**config.mk**
```make
export PLATFORM = sky130hd
export DESIGN_NAME = quad_motor_mixer_fsm
export DESIGN_NICKNAME = d
export VERILOG_FILES = /design/src/rtl/quad_motor_mixer_fsm.sv
export SDC_FILE = /design/constraint.sdc
export NUM_CORES = 1
export LEC_CHECK = 0
export BUFFER_PORTS_ARGS = -buffer_cell sky130_fd_sc_hd__buf_4
export CAP_MARGIN = 20
export CORE_UTILIZATION = 45
export CTS_BUF_LIST = sky130_fd_sc_hd__clkbuf_16
export DETAILED_ROUTE_END_ITERATION = 12
export GPL_ROUTABILITY_DRIVEN = 1
export GPL_TIMING_DRIVEN = 0
export PLACE_DENSITY_LB_ADDON = 0.25
export SYNTH_ARGS = -nofsm -noshare
export SYNTH_HDL_FRONTEND = slang
export SYNTH_SLANG_ARGS = --single-unit
```
**constraint.sdc**
```tcl
create_clock -name clk -period 13.6 [get_ports clk]
set_input_delay 2.72 -clock clk [delete_from_list [all_inputs] [get_ports clk]]
set_output_delay 2.72 -clock clk [all_outputs]
set_load 0.005 [all_outputs]
```
**src/rtl/quad_motor_mixer_fsm.sv**
```systemverilog
// Quad X-frame motor controller: arm/takeoff/fly/land FSM, proportional
// gyro mixer with clamping, and per-motor PWM with wrap-aligned duty updates.
module quad_motor_mixer_fsm #(
  parameter int DUTY_W     = 8,
  parameter int GYRO_W     = 12,
  parameter int CORR_SHIFT = 2,
  parameter int RAMP_DIV   = 4,
  parameter int RAMP_STEP  = 16,
  parameter int HOVER_DUTY = 128
) (
  input  logic                     clk,
  input  logic                     reset,
  input  logic signed [GYRO_W-1:0] gyro_x,
  input  logic signed [GYRO_W-1:0] gyro_y,
  input  logic signed [GYRO_W-1:0] gyro_z,
  input  logic                     receiver_ch5,
  input  logic [DUTY_W-1:0]        throttle,
  output logic [3:0]               motor_pwm,
  output logic [4*DUTY_W-1:0]      motor_duty,
  output logic                     takeoff,
  output logic                     landing,
  output logic                     armed
);

  localparam int MW = DUTY_W + GYRO_W + 2;
  localparam int RW = (RAMP_DIV > 1) ? $clog2(RAMP_DIV) : 1;
  localparam logic [DUTY_W-1:0]    DMAX   = '1;
  localparam logic [DUTY_W-1:0]    HOV    = DUTY_W'(HOVER_DUTY);
  localparam logic [DUTY_W:0]      STEP_X = (DUTY_W+1)'(RAMP_STEP);
  localparam logic signed [MW-1:0] DMAX_S = MW'(2**DUTY_W - 1);
  // Per-motor correction signs, bit i = motor i (FL, FR, RR, RL); 1 = subtract.
  localparam logic [3:0] R_NEG = 4'b0110;
  localparam logic [3:0] P_NEG = 4'b1100;
  localparam logic [3:0] Y_NEG = 4'b0101;

  typedef enum logic [1:0] {IDLE, TAKEOFF, FLY, LANDING} state_t;

  state_t                  state_q, state_n;
  logic [DUTY_W-1:0]       base_q, base_n;
  logic [RW-1:0]           ramp_q, ramp_n;
  logic [DUTY_W-1:0]       pwm_cnt;
  logic                    arm_d;
  logic                    arm_rise, step;
  logic [DUTY_W:0]         up, dn;
  logic [3:0][DUTY_W-1:0]  duty_q, tgt;
  logic [3:0]              pwm_n;
  logic signed [MW-1:0]    gx_e, gy_e, gz_e, r_c, p_c, y_c, bs, sum;

  assign arm_rise = receiver_ch5 & ~arm_d;
  assign step     = (ramp_q == RW'(RAMP_DIV - 1));

  // State, base duty, ramp divider and arm edge register.
  always_ff @(posedge clk or posedge reset) begin
    if (reset) begin
      state_q <= IDLE;
      base_q  <= '0;
      ramp_q  <= '0;
      arm_d   <= 1'b0;
    end else begin
      state_q <= state_n;
      base_q  <= base_n;
      ramp_q  <= ramp_n;
      arm_d   <= receiver_ch5;
    end
  end

  // Next state and base; transitions use the post-step base so FLY/IDLE
  // are entered on the same edge the ramp reaches its end value.
  always_comb begin
    state_n = state_q;
    base_n  = base_q;
    up      = {1'b0, base_q} + STEP_X;
    dn      = {1'b0, base_q} - STEP_X;
    unique case (state_q)
      IDLE: begin
        base_n = '0;
        if (arm_rise) state_n = TAKEOFF;
      end
      TAKEOFF: begin
        if (step) base_n = (up >= {1'b0, HOV}) ? HOV : up[DUTY_W-1:0];
        if (!receiver_ch5)      state_n = LANDING;
        else if (base_n == HOV) state_n = FLY;
      end
      FLY: begin
        base_n = throttle;
        if (!receiver_ch5) state_n = LANDING;
      end
      LANDING: begin
        if (step) base_n = ({1'b0, base_q} > STEP_X) ? dn[DUTY_W-1:0] : '0;
        if (base_n == '0) state_n = IDLE;
      end
      default: state_n = IDLE;
    endcase
    // Divider restarts on every state entry and after each step.
    ramp_n = ((state_n != state_q) || step) ? '0 : ramp_q + 1'b1;
  end

  assign gx_e = MW'(gyro_x);
  assign gy_e = MW'(gyro_y);
  assign gz_e = MW'(gyro_z);

  // Mixer: wide signed sum per motor, clamped to [0, DMAX]; base only outside FLY.
  always_comb begin
    r_c = gx_e >>> CORR_SHIFT;
    p_c = gy_e >>> CORR_SHIFT;
    y_c = gz_e >>> CORR_SHIFT;
    bs  = $signed({{(MW-DUTY_W){1'b0}}, base_q});
    sum = '0;
    tgt = '0;
    for (int i = 0; i < 4; i++) begin
      sum = bs + (R_NEG[i] ? -r_c : r_c)
               + (P_NEG[i] ? -p_c : p_c)
               + (Y_NEG[i] ? -y_c : y_c);
      if (state_q != FLY)  tgt[i] = base_q;
      else if (sum < 0)    tgt[i] = '0;
      else if (sum > DMAX_S) tgt[i] = DMAX;
      else                 tgt[i] = sum[DUTY_W-1:0];
    end
  end

  // PWM compare against the active duty.
  always_comb begin
    pwm_n = '0;
    for (int i = 0; i < 4; i++) pwm_n[i] = (pwm_cnt < duty_q[i]);
  end

  // Free-running PWM counter; duties only reload at the wrap to stay glitch-free.
  always_ff @(posedge clk or posedge reset) begin
    if (reset) begin
      pwm_cnt   <= '0;
      duty_q    <= '0;
      motor_pwm <= '0;
    end else begin
      pwm_cnt   <= pwm_cnt + 1'b1;
      if (pwm_cnt == DMAX) duty_q <= tgt;
      motor_pwm <= pwm_n;
    end
  end

  assign motor_duty = duty_q;
  assign takeoff    = (state_q == TAKEOFF);
  assign landing    = (state_q == LANDING);
  assign armed      = (state_q != IDLE);

endmodule
```
==> flow_summary.yaml <==
global_route:
  pin_count_of_the_biggest_net_entering_global_routing: 44
  grt_overflow_total: 0
  grt.total_usage_pct: 25.9
  grt_pass1_wl_mm: 53.9
  vias_in_the_first_global_route: 10300
  number_of_antenna_violations_at_the_first_check_in_global_routing: 0
cts:
  cts-htree-levels: 3
  cts.sinks: 57
  cts.repair_timing.setup_buffer_count: 0
  cts.root.buffer_cell: "sky130_fd_sc_hd__clkbuf_16"
  cts_buffers: 9
  cts.hold.buffers_added: 0
  clock_insertion_delay_worst_skew_ns: 0.33
  cts_max_path_buffers: 2
  worst_setup_hold_path_clk_slew_ns: 0.05
  cts_repair_resize_count: 0
  clock_tree_from_tritoncts: "yes"
setup_path:
  cp.required_ns: 13.75
  rrSetupSlack_ns: 7.03
  cp-endpoint: "motor_duty[22]"
  timing.critical_path.depth: 22
  critical_path_max_stage_delay_ns: 0.79
  crit_start: "gyro_x[2]"
  crit_chain: "buf_4, ha_1, inv_1, fa_1, a21o_1, a21oi_1, o21bai_1, a21oi_1, o21bai_1, a21oi_1, o21ai_0, fa_1, inv_1, ha_1, and3_1, a221oi_1, o21ai_0, xor2_1, nor4_1, o2111ai_1, o41ai_1, a22oi_1"
  path_common_cell: "sky130_fd_sc_hd__a21oi_1"
  worstPathMaxFanout: 8
  crit_buf_inv: 3
  reg2reg_from: "base_q[0]"
  reg2reg_to: "motor_duty[22]"
  r2r.worst_path.cells: 22
  crit_type: "primary input to register"
  worst_path_dominant_cell_family: "compound AO/OA/AOI/OAI gates"
  category_of_the_worst_setup_path_launch_point: "primary input"
  slowest_stage: "sky130_fd_sc_hd__o41ai_1"
  critical_path_arrival_ns: 8.68
  timing.critical_path.to_type: "register"
synth:
  post_synth_main_area_contributors: "sky130_fd_sc_hd__fa_1, sky130_fd_sc_hd__ha_1, sky130_fd_sc_hd__dfrtp_1"
  syn_avg_cell_area_sq_um: 8.11
  synth-seq-area-share_pct: 12.3
  asyncSetResetFlopFracSynth_pct: 100
  synth_fp_nets: 1696
  netlist_instances: 1429
  synth_largest_area_cell: "sky130_fd_sc_hd__fa_1"
  synth.distinct_cells: 92
  netlist_area_sq_mm: 0.0116
  synth_flop_type: "sky130_fd_sc_hd__dfrtp_1"
  post_synthesis_sequential_element_count: 57
  yosysWarnings: 0
  number_of_synthesized_flops_with_an_enable_pin: 0
  synthDominantCellAreaShare_pct: 15.2
route:
  ant_nets: 0
  dr_total_vias: 10700
  detail_route.wirelength_mm: 32.9
  detail_route.first_pass.iterations: 7
  highest_layer: "met4"
  routed-wl-met3_mm: 1.49
  post-route-drc-count: 0
  wire_per_inst_microns: 17.7
  wl_met1_mm: 15.0
  route.detailed.vias_per_inst: 5.77
  met2WireLength_mm: 15.3
  first_iter_violations: 892
floorplan:
  core_area_sq_mm: 0.0252
  core.rowCount: 58
  floorplan.die_area_sq_mm: 0.0264
  floorplan.die.height_microns: 162
  floorplan.die.width_microns: 162
  floorplan.initialDensity_pct: 46.0
  pin_count: 86
sta:
  grt_setup_unrepaired: "false"
  final_period_demand_of_the_worst_path_ns: 8.52
  tns_ns: 0
  post-route-period-util_pct: 62.7
  drv_slew: 0
  timing.clock.skew_ns: 0.00933
  fmaxAchievable_ghz: 0.117
  setup_viol: 0
  tightest_pin_transition_ns: 1.01
  max_slew_margin_pct: 32.0
  finalHoldViolCount: 0
min_path:
  worstHoldPathCells: 1
  hold_class: "register to register"
power:
  static_leak_nw: 6.45
  cellPowerDensity_mw_per_mm2: 247
  vdd_drop_max_mv: 0.128
status:
  run_status: "completed"
layout:
  antenna-diode-count: 0
  nets: 1787
  area_growth_syn_to_layout_pct: 11.5
  layout-drive-gt1-share_pct: 8.66
  finish.cell_count_without_fillers: 1854
place:
  detailed_place_hpwl_mm: 27.6
  buffer_ports.inserted: 79
  post-place-cells: 1839
  gpl.final_weighted_congestion: 0.946
flow_run:
  cap_violations: 0
-- state kept, by name, indices dropped and copies added, names as in the netlist --
| signal | flops |
|---|---|
| base_q | 8 |
| ramp_q | 2 |
| motor_pwm | 4 |
| pwm_cnt | 8 |
| arm_d | 1 |
| motor_duty | 32 |
| state_q | 2 |
-- cell usage after synthesis, drive strengths merged (9+ instances only) --
master / n
a211oi: 14
a21o: 48
a21oi: 95
a221oi: 18
a22o: 12
a22oi: 13
a31oi: 23
and2: 10
and3: 17
clkbuf: 27
dfrtp: 57
fa: 88
ha: 132
inv: 253
mux2i: 16
nand2: 73
nand2b: 18
nand3: 32
nand4: 11
nor2: 98
nor2b: 12
nor3: 26
nor4: 10
o2111ai: 9
o211ai: 20
o21a: 17
o21ai: 65
o21bai: 15
o22ai: 10
o41ai: 10
or3: 9
xnor2: 51
xor2: 23
-- cell type report --
class                      instances  area, sq um
fill                            2459        12300
multi-input combinational       1085         9050
sequential                        57         1430
inverter                         254          953
timing repair buffer              80          613
tap                              330          413
clock buffer                       9          225
buffer                            33          149
clock inverter                     6         75.1
-- metrics by stage --
step	power, W	area, sq um	hold WS [ns]	utilization [%]	setup slack [ns]
2_1_floorplan	0.00230	11600	0.417	-	5.87
3_3_place_gp	0.00287	12600	0.432	50.0	4.86
3_5_place_dp	0.00291	12600	0.447	50.1	4.89
4_1_cts	0.00315	12900	0.454	51.3	5.20
5_1_grt	0.00351	12900	0.483	51.3	4.70
6_report	0.00319	12900	0.445	51.3	5.08
-- layout by cell type, fill, tap and decap left out, types with 15 or more instances in the layout --
cell,instances
sky130_fd_sc_hd__nor2_1,98
sky130_fd_sc_hd__fa_1,88
sky130_fd_sc_hd__nor3_1,25
sky130_fd_sc_hd__buf_4,79
sky130_fd_sc_hd__a221oi_1,18
sky130_fd_sc_hd__ha_1,132
sky130_fd_sc_hd__o21a_1,17
sky130_fd_sc_hd__clkbuf_1,27
sky130_fd_sc_hd__inv_1,251
sky130_fd_sc_hd__dfrtp_1,57
sky130_fd_sc_hd__a31oi_1,23
sky130_fd_sc_hd__o21bai_1,15
sky130_fd_sc_hd__a21o_1,48
sky130_fd_sc_hd__nand2b_1,18
sky130_fd_sc_hd__xor2_1,23
sky130_fd_sc_hd__nand2_1,73
sky130_fd_sc_hd__o211ai_1,19
sky130_fd_sc_hd__mux2i_1,16
sky130_fd_sc_hd__and3_1,16
sky130_fd_sc_hd__o21ai_0,57
sky130_fd_sc_hd__a21oi_1,91
sky130_fd_sc_hd__nand3_1,31
sky130_fd_sc_hd__xnor2_1,51
-- worst min-delay path by stage --
stage | startpoint | endpoint | slack (ns)
finish | ramp_q[0] | ramp_q[0] | 0.44
global route | ramp_q[0] | ramp_q[0] | 0.48
CTS | ramp_q[0] | ramp_q[0] | 0.45
detailed placement | ramp_q[0] | ramp_q[0] | 0.45
global placement | ramp_q[0] | ramp_q[0] | 0.43
floorplan | ramp_q[0] | ramp_q[0] | 0.42
-- routing by layer --
layer / vias up / GRT usage [%]
li1: 5210 / -
met3: 50 / 2.24
met1: 5105 / 34.7
met2: 331 / 43.1
met4: 0 / 9.86
met5: - / 0
-- cell families after synthesis --
logic type               synth area share, %
AO/OA/AOI/OAI                           25.8
XOR/XNOR                                5.79
adder cells (fa/ha/maj)                 29.5
buffers and inverters                   9.52
flip-flops                              12.3
multiplexers                            1.67
AND/OR/NAND/NOR                         15.4
-- power breakdown --
| group | internal (W) | total, W | switching [W] | leakage, nW |
|---|---|---|---|---|
| logic | 0.00110 | 0.00274 | 0.00164 | 5.69 |
| registers | 0.000187 | 0.000223 | 0.0000364 | 0.604 |
| clock network | 0.000156 | 0.000228 | 0.0000721 | 0.149 |
Power figures use the tool's default switching activity.
